**config.mk**
```make
export PLATFORM = sky130hd
export DESIGN_NAME = hazard_ctrl
export DESIGN_NICKNAME = d
export VERILOG_FILES = /design/src/rtl/mips_pkg.sv /design/src/rtl/md_busy_timer.sv /design/src/rtl/hazard_ctrl.sv
export SDC_FILE = /design/constraint.sdc
export NUM_CORES = 1
export LEC_CHECK = 0
export CORE_MARGIN = 5
export CORE_UTILIZATION = 42
export CTS_BUF_LIST = sky130_fd_sc_hd__clkbuf_8
export CTS_CLUSTER_DIAMETER = 150
export DETAILED_ROUTE_END_ITERATION = 8
export GPL_TIMING_DRIVEN = 0
export PLACE_DENSITY = 0.88
export SLEW_MARGIN = 25
export SYNTH_ARGS = -nofsm -noshare
export SYNTH_HDL_FRONTEND = slang
export SYNTH_HIERARCHICAL = 1
export SYNTH_SLANG_ARGS = --single-unit
```
**constraint.sdc**
```tcl
create_clock -name clk -period 5.6 [get_ports clk]
set_input_delay 1.12 -clock clk [delete_from_list [all_inputs] [get_ports clk]]
set_output_delay 1.12 -clock clk [all_outputs]
set_load 0.1 [all_outputs]
```
**src/rtl/mips_pkg.sv**
```systemverilog
// Shared definitions for the MIPS pipeline control blocks: forwarding selects,
// mult/div op encodings, default mult/div latencies and the register-hit helper.
package mips_pkg;

  localparam logic [1:0] FWD_RF = 2'b00;
  localparam logic [1:0] FWD_W  = 2'b01;
  localparam logic [1:0] FWD_M  = 2'b10;

  localparam logic MD_MULT = 1'b0;
  localparam logic MD_DIV  = 1'b1;

  localparam int MULT_CYCLES_DEF = 5;
  localparam int DIV_CYCLES_DEF  = 32;
  localparam int CNT_W_DEF       = 6;

  // A write to $0 is discarded by the register file, so it never hazards or forwards.
  function automatic logic reg_hit(input logic we, input logic [4:0] dst, input logic [4:0] src);
    return we && (dst != 5'd0) && (dst == src);
  endfunction

  function automatic logic [1:0] fwd_sel(input logic weM, input logic [4:0] dstM,
                                         input logic weW, input logic [4:0] dstW,
                                         input logic [4:0] src);
    if (reg_hit(weM, dstM, src))      return FWD_M;
    else if (reg_hit(weW, dstW, src)) return FWD_W;
    else                              return FWD_RF;
  endfunction

endpackage

```
**src/rtl/md_busy_timer.sv**
```systemverilog
// Busy timer for the sequential multiply/divide unit: loads the op latency when
// an op enters E and counts down until HI/LO are valid.
module md_busy_timer
  import mips_pkg::*;
#(
  parameter int MULT_CYCLES = MULT_CYCLES_DEF,
  parameter int DIV_CYCLES  = DIV_CYCLES_DEF,
  parameter int CNT_W       = CNT_W_DEF
) (
  input  logic clk,
  input  logic rst,
  input  logic start,
  input  logic op,
  output logic busy
);

  localparam logic [CNT_W-1:0] MULT_LOAD = CNT_W'(MULT_CYCLES);
  localparam logic [CNT_W-1:0] DIV_LOAD  = CNT_W'(DIV_CYCLES);
  localparam logic [CNT_W-1:0] ONE       = CNT_W'(1);

  logic [CNT_W-1:0] cnt;

  // A new op always reloads the full latency; back-to-back ops never accumulate.
  always_ff @(posedge clk or posedge rst) begin
    if (rst) begin
      cnt <= '0;
    end else if (start) begin
      cnt <= (op == MD_DIV) ? DIV_LOAD : MULT_LOAD;
    end else if (cnt != '0) begin
      cnt <= cnt - ONE;
    end
  end

  assign busy = (cnt != '0) || start;

endmodule

```
**src/rtl/hazard_ctrl.sv**
```systemverilog
// Hazard controller for the 5-stage MIPS core: stalls, ID/EX flush and forwarding
// selects. Optional performance counters are built when HAZARD_PERF_EN is defined.
module hazard_ctrl
  import mips_pkg::*;
#(
  parameter int MULT_CYCLES = MULT_CYCLES_DEF,
  parameter int DIV_CYCLES  = DIV_CYCLES_DEF,
  parameter int CNT_W       = CNT_W_DEF
) (
  input  logic       clk,
  input  logic       rst,
  input  logic [4:0] rsD,
  input  logic [4:0] rtD,
  input  logic       useRsD,
  input  logic       useRtD,
  input  logic       branchD,
  input  logic       mdUseD,
  input  logic [4:0] rsE,
  input  logic [4:0] rtE,
  input  logic [4:0] writeRegE,
  input  logic       regWriteE,
  input  logic       memToRegE,
  input  logic       mdStartE,
  input  logic       mdOpE,
  input  logic [4:0] writeRegM,
  input  logic       regWriteM,
  input  logic       memToRegM,
  input  logic [4:0] writeRegW,
  input  logic       regWriteW,
  output logic       stallF,
  output logic       stallD,
  output logic       flushE,
  output logic       fwdAD,
  output logic       fwdBD,
  output logic [1:0] fwdAE,
  output logic [1:0] fwdBE,
  output logic       mdBusy
`ifdef HAZARD_PERF_EN
  ,
  output logic [31:0] perfStallCnt,
  output logic [31:0] perfMdStallCnt
`endif
);

  logic md_busy_raw;
  logic lw_stall;
  logic br_stall;
  logic md_stall;
  logic stall;

  md_busy_timer #(
    .MULT_CYCLES(MULT_CYCLES),
    .DIV_CYCLES (DIV_CYCLES),
    .CNT_W      (CNT_W)
  ) u_md_busy_timer (
    .clk  (clk),
    .rst  (rst),
    .start(mdStartE),
    .op   (mdOpE),
    .busy (md_busy_raw)
  );

  always_comb begin
    lw_stall = (useRsD && reg_hit(memToRegE && regWriteE, writeRegE, rsD)) ||
               (useRtD && reg_hit(memToRegE && regWriteE, writeRegE, rtD));
    // A branch compares in D, so any pending E write or an M load is not yet forwardable.
    br_stall = branchD && (reg_hit(regWriteE, writeRegE, rsD) ||
                           reg_hit(regWriteE, writeRegE, rtD) ||
                           reg_hit(memToRegM, writeRegM, rsD) ||
                           reg_hit(memToRegM, writeRegM, rtD));
    md_stall = mdUseD && md_busy_raw;
    stall    = lw_stall || br_stall || md_stall;
  end

  // Every output is forced inactive while reset is held.
  always_comb begin
    stallF = 1'b0;
    stallD = 1'b0;
    flushE = 1'b0;
    fwdAD  = 1'b0;
    fwdBD  = 1'b0;
    fwdAE  = FWD_RF;
    fwdBE  = FWD_RF;
    mdBusy = 1'b0;
    if (!rst) begin
      stallF = stall;
      stallD = stall;
      flushE = stall;
      fwdAD  = reg_hit(regWriteM, writeRegM, rsD);
      fwdBD  = reg_hit(regWriteM, writeRegM, rtD);
      fwdAE  = fwd_sel(regWriteM, writeRegM, regWriteW, writeRegW, rsE);
      fwdBE  = fwd_sel(regWriteM, writeRegM, regWriteW, writeRegW, rtE);
      mdBusy = md_busy_raw;
    end
  end

`ifdef HAZARD_PERF_EN
  always_ff @(posedge clk or posedge rst) begin
    if (rst) begin
      perfStallCnt   <= '0;
      perfMdStallCnt <= '0;
    end else begin
      if (stall && (perfStallCnt != 32'hFFFF_FFFF)) begin
        perfStallCnt <= perfStallCnt + 32'd1;
      end
      if (md_stall && (perfMdStallCnt != 32'hFFFF_FFFF)) begin
        perfMdStallCnt <= perfMdStallCnt + 32'd1;
      end
    end
  end
`endif

endmodule

```
==> flow_summary.json <==
{
  "outcome": "complete, no violations",
  "clk_pin_slew_worst_paths_ns": 0.04,
  "synthMuxAreaShare_pct": 0,
  "worstPathMaxFanout": 7,
  "required_ns": 4.48,
  "seq_area_frac_synth_pct": 14.9,
  "period_minus_slack_ns": 4.96,
  "grt_max_degree": 9,
  "cts_hold_buf": 0,
  "p_per_area_nw_per_um2": 190,
  "rr_worst_depth": 4,
  "crit_path_start_kind": "input port",
  "setup_viol": 0,
  "worst_pin_slew_ns": 0.992,
  "synthDistinctLibCells": 31,
  "yosys_warnings": 6,
  "ys_async_sr_fraction_pct": 100,
  "cts_made_buffers": 3,
  "drc_errors": 0,
  "io_pins": 58,
  "diodes": 0,
  "rows": 17,
  "min_period_over_period_pct": 88.5,
  "crit_family": "buffers and inverters",
  "synth_ff_type": "dfrtp_1",
  "cts_root_buf": "clkbuf_8",
  "track_usage_pct": 18.0,
  "post_cts_buffers": 0,
  "relSlewSlack_pct": 33.7,
  "synth_fp_nets": 176,
  "syn-instance-count": 126,
  "yosys.area_share.simple_pct": 25.9,
  "p_total_w": 0.000305,
  "grt_pass1_wl_um": 4950,
  "crit_path_cell_trace": "clkdlybuf4s50_1 -> inv_1 -> o211ai_1 -> or4_1 -> nor4_2 -> clkdlybuf4s50_1",
  "multi_input_area_um2": 791,
  "cp_slowest_stage_delay_ns": 1.20,
  "die-area_um2": 3470,
  "postRouteAntennaNets": 0,
  "cts.sinks": 6,
  "portBuffers": 52,
  "p_leak_nw": 0.591,
  "cts.htree.levels": 1,
  "area_growth_pct": 59.3,
  "finish.instance_area_um2": 1600,
  "antenna_found_initial": 0,
  "vias": 1167,
  "final_core_util_pct": 71.1,
  "synthXorXnorAreaFrac_pct": 36.6,
  "wire_per_inst_um": 14.7,
  "via_per_inst": 5.58,
  "ys_ff_latch": 6,
  "cts_buffer_depth": 2,
  "nets": 233,
  "hold_path_depth": 2,
  "firstDrtPassIters": 4,
  "skew_ns": 0.00362,
  "synth.area.top_cells": "xor2_1, dfrtp_1, xnor2_1",
  "start_util_pct": 44.6,
  "avgSynthCellArea_um2": 7.98,
  "gp_congestion": 0.835,
  "cp-end-kind": "output pin",
  "tns_ns": 0,
  "fmax_mhz": 202,
  "synth-compound-area-share_pct": 13.7,
  "finalHoldViolCount": 0,
  "hpwlAfterDp_um": 2680,
  "largest_register_ffs": 6,
  "final_max_slew_viol_count": 0,
  "layout-drive-gt1-share_pct": 7.73,
  "top_regs": "u_md_busy_timer/cnt (6)",
  "nFillCells": 164,
  "crit_top_cell": "clkdlybuf4s50_1",
  "core-area_um2": 2250,
  "post_dp_cell_area_um2": 1560,
  "critPathBufInv": 3,
  "cts_tree": "yes",
  "synth_edf_count": 0,
  "worstSetupPathDepth": 6,
  "regMostFlops": "u_md_busy_timer/cnt",
  "synth_top_family_by_area": "XOR/XNOR gates",
  "critical_path_class": "in -> out",
  "clock_latency_ns": 0.22,
  "cpMaxStageDelayCell": "clkdlybuf4s50_1",
  "netlist_area_um2": 1010,
  "synth_top_area_share_pct": 22.6,
  "routed_wirelength_um": 3070,
  "rsz0062_at_grt": "no",
  "synthTopCellsByCount": "xor2_1, xnor2_1, nor3_1",
  "grt.overflow.total": 0,
  "drt-initial-drc-count": 37,
  "synth_most_common_cell": "xor2_1",
  "fp.dieH_um": 58.9,
  "synthAdderAreaFrac_pct": 2.49,
  "die_width_um": 58.9,
  "regArea_um2": 150,
  "peakVddDrop_mv": 0.181,
  "min_path_type": "reg -> reg",
  "synth_top_cell_by_area": "xor2_1",
  "post_cts_resized": 0,
  "maxCapViolCount": 0,
  "crit_arrival_ns": 3.84,
  "grt_pass1_vias": 1223
}
[worst paths after layout]
check                                        from                     end  slack, ns
max in group asynchronous                     rst  u_md_busy_timer/cnt[5]       4.08
min in group asynchronous                     rst  u_md_busy_timer/cnt[4]       1.32
max                                           rst                fwdAE[0]       0.64
max reg2reg                u_md_busy_timer/cnt[2]  u_md_busy_timer/cnt[5]       4.18
min reg2reg                u_md_busy_timer/cnt[4]  u_md_busy_timer/cnt[4]       0.58
min                        u_md_busy_timer/cnt[4]  u_md_busy_timer/cnt[4]       0.58
[per-stage QoR]
| stage | std cells | hold slack (ns) | worst slack, ns |
|---|---|---|---|
| final | 209 | 0.579 | 0.645 |
| after global routing | 209 | 0.607 | 0.503 |
| after CTS | 209 | 0.573 | 0.649 |
| after detailed placement | 206 | 0.566 | 0.651 |
| after global placement | 206 | 0.553 | 0.687 |
| after floorplan | 126 | 0.538 | -0.0218 |
[metal layers]
| metal | track usage (%) | vias up | wire length (um) |
|---|---|---|---|
| li1 | - | 553 | - |
| met1 | 21.0 | 544 | 1230 |
| met2 | 32.6 | 60 | 1560 |
| met3 | 1.75 | 10 | 216 |
| met4 | 8.09 | 0 | 64 |
| met5 | 0 | - | 0 |
[worst min-delay path: cells and delay by family (launching register included)]
family                    cells  cell delay, ns
DFF                           1            0.37
xor gates and xnor gates      1            0.13
and+or+nand+nor               1            0.04
[layout make-up]
type	instances	area share [%]
multi-input combinational	108	49.3
timing repair buffer	52	32.5
sequential	6	9.37
buffer	8	3.12
clock buffer	3	2.58
tap	28	2.19
inverter	4	0.937
[cell usage in the layout (no fill, tap or decap), types with 2 or more instances in the layout]
| cell | instances |
|---|---|
| clkdlybuf4s50_1 | 52 |
| xor2_1 | 26 |
| xnor2_1 | 16 |
| nor3_1 | 12 |
| nand3_1 | 6 |
| dfrtp_1 | 6 |
| nand2_1 | 5 |
| or4_1 | 4 |
| inv_1 | 4 |
| nor4_1 | 4 |
| nor2_1 | 4 |
| a21oi_1 | 4 |
| o31ai_1 | 4 |
| buf_2 | 3 |
| o211ai_1 | 3 |
| clkbuf_8 | 3 |
| nor4_2 | 2 |
| nor2b_1 | 2 |
| a211oi_1 | 2 |
| o21ai_0 | 2 |
| buf_4 | 2 |
| or3_1 | 2 |
| nand2b_1 | 2 |
| ha_1 | 2 |
[power by group]
group	leakage, nW	switching, W	internal, W
logic	0.495	0.0000890	0.0000796
registers	0.0750	0.0000166	0.0000550
clock network	0.0216	0.0000186	0.0000462
[cells by family (layout without fill, tap and decap cells)]
group                    Yosys count  count (layout)
AND/OR/NAND/NOR                   45              45
XOR/XNOR                          42              42
AO/OA/AOI/OAI                     19              19
buffers and inverters             12              67
flip-flops                         6               6
adder cells (fa/ha/maj)            2               2
No activity file was read; power rests on OpenSTA's default activity.
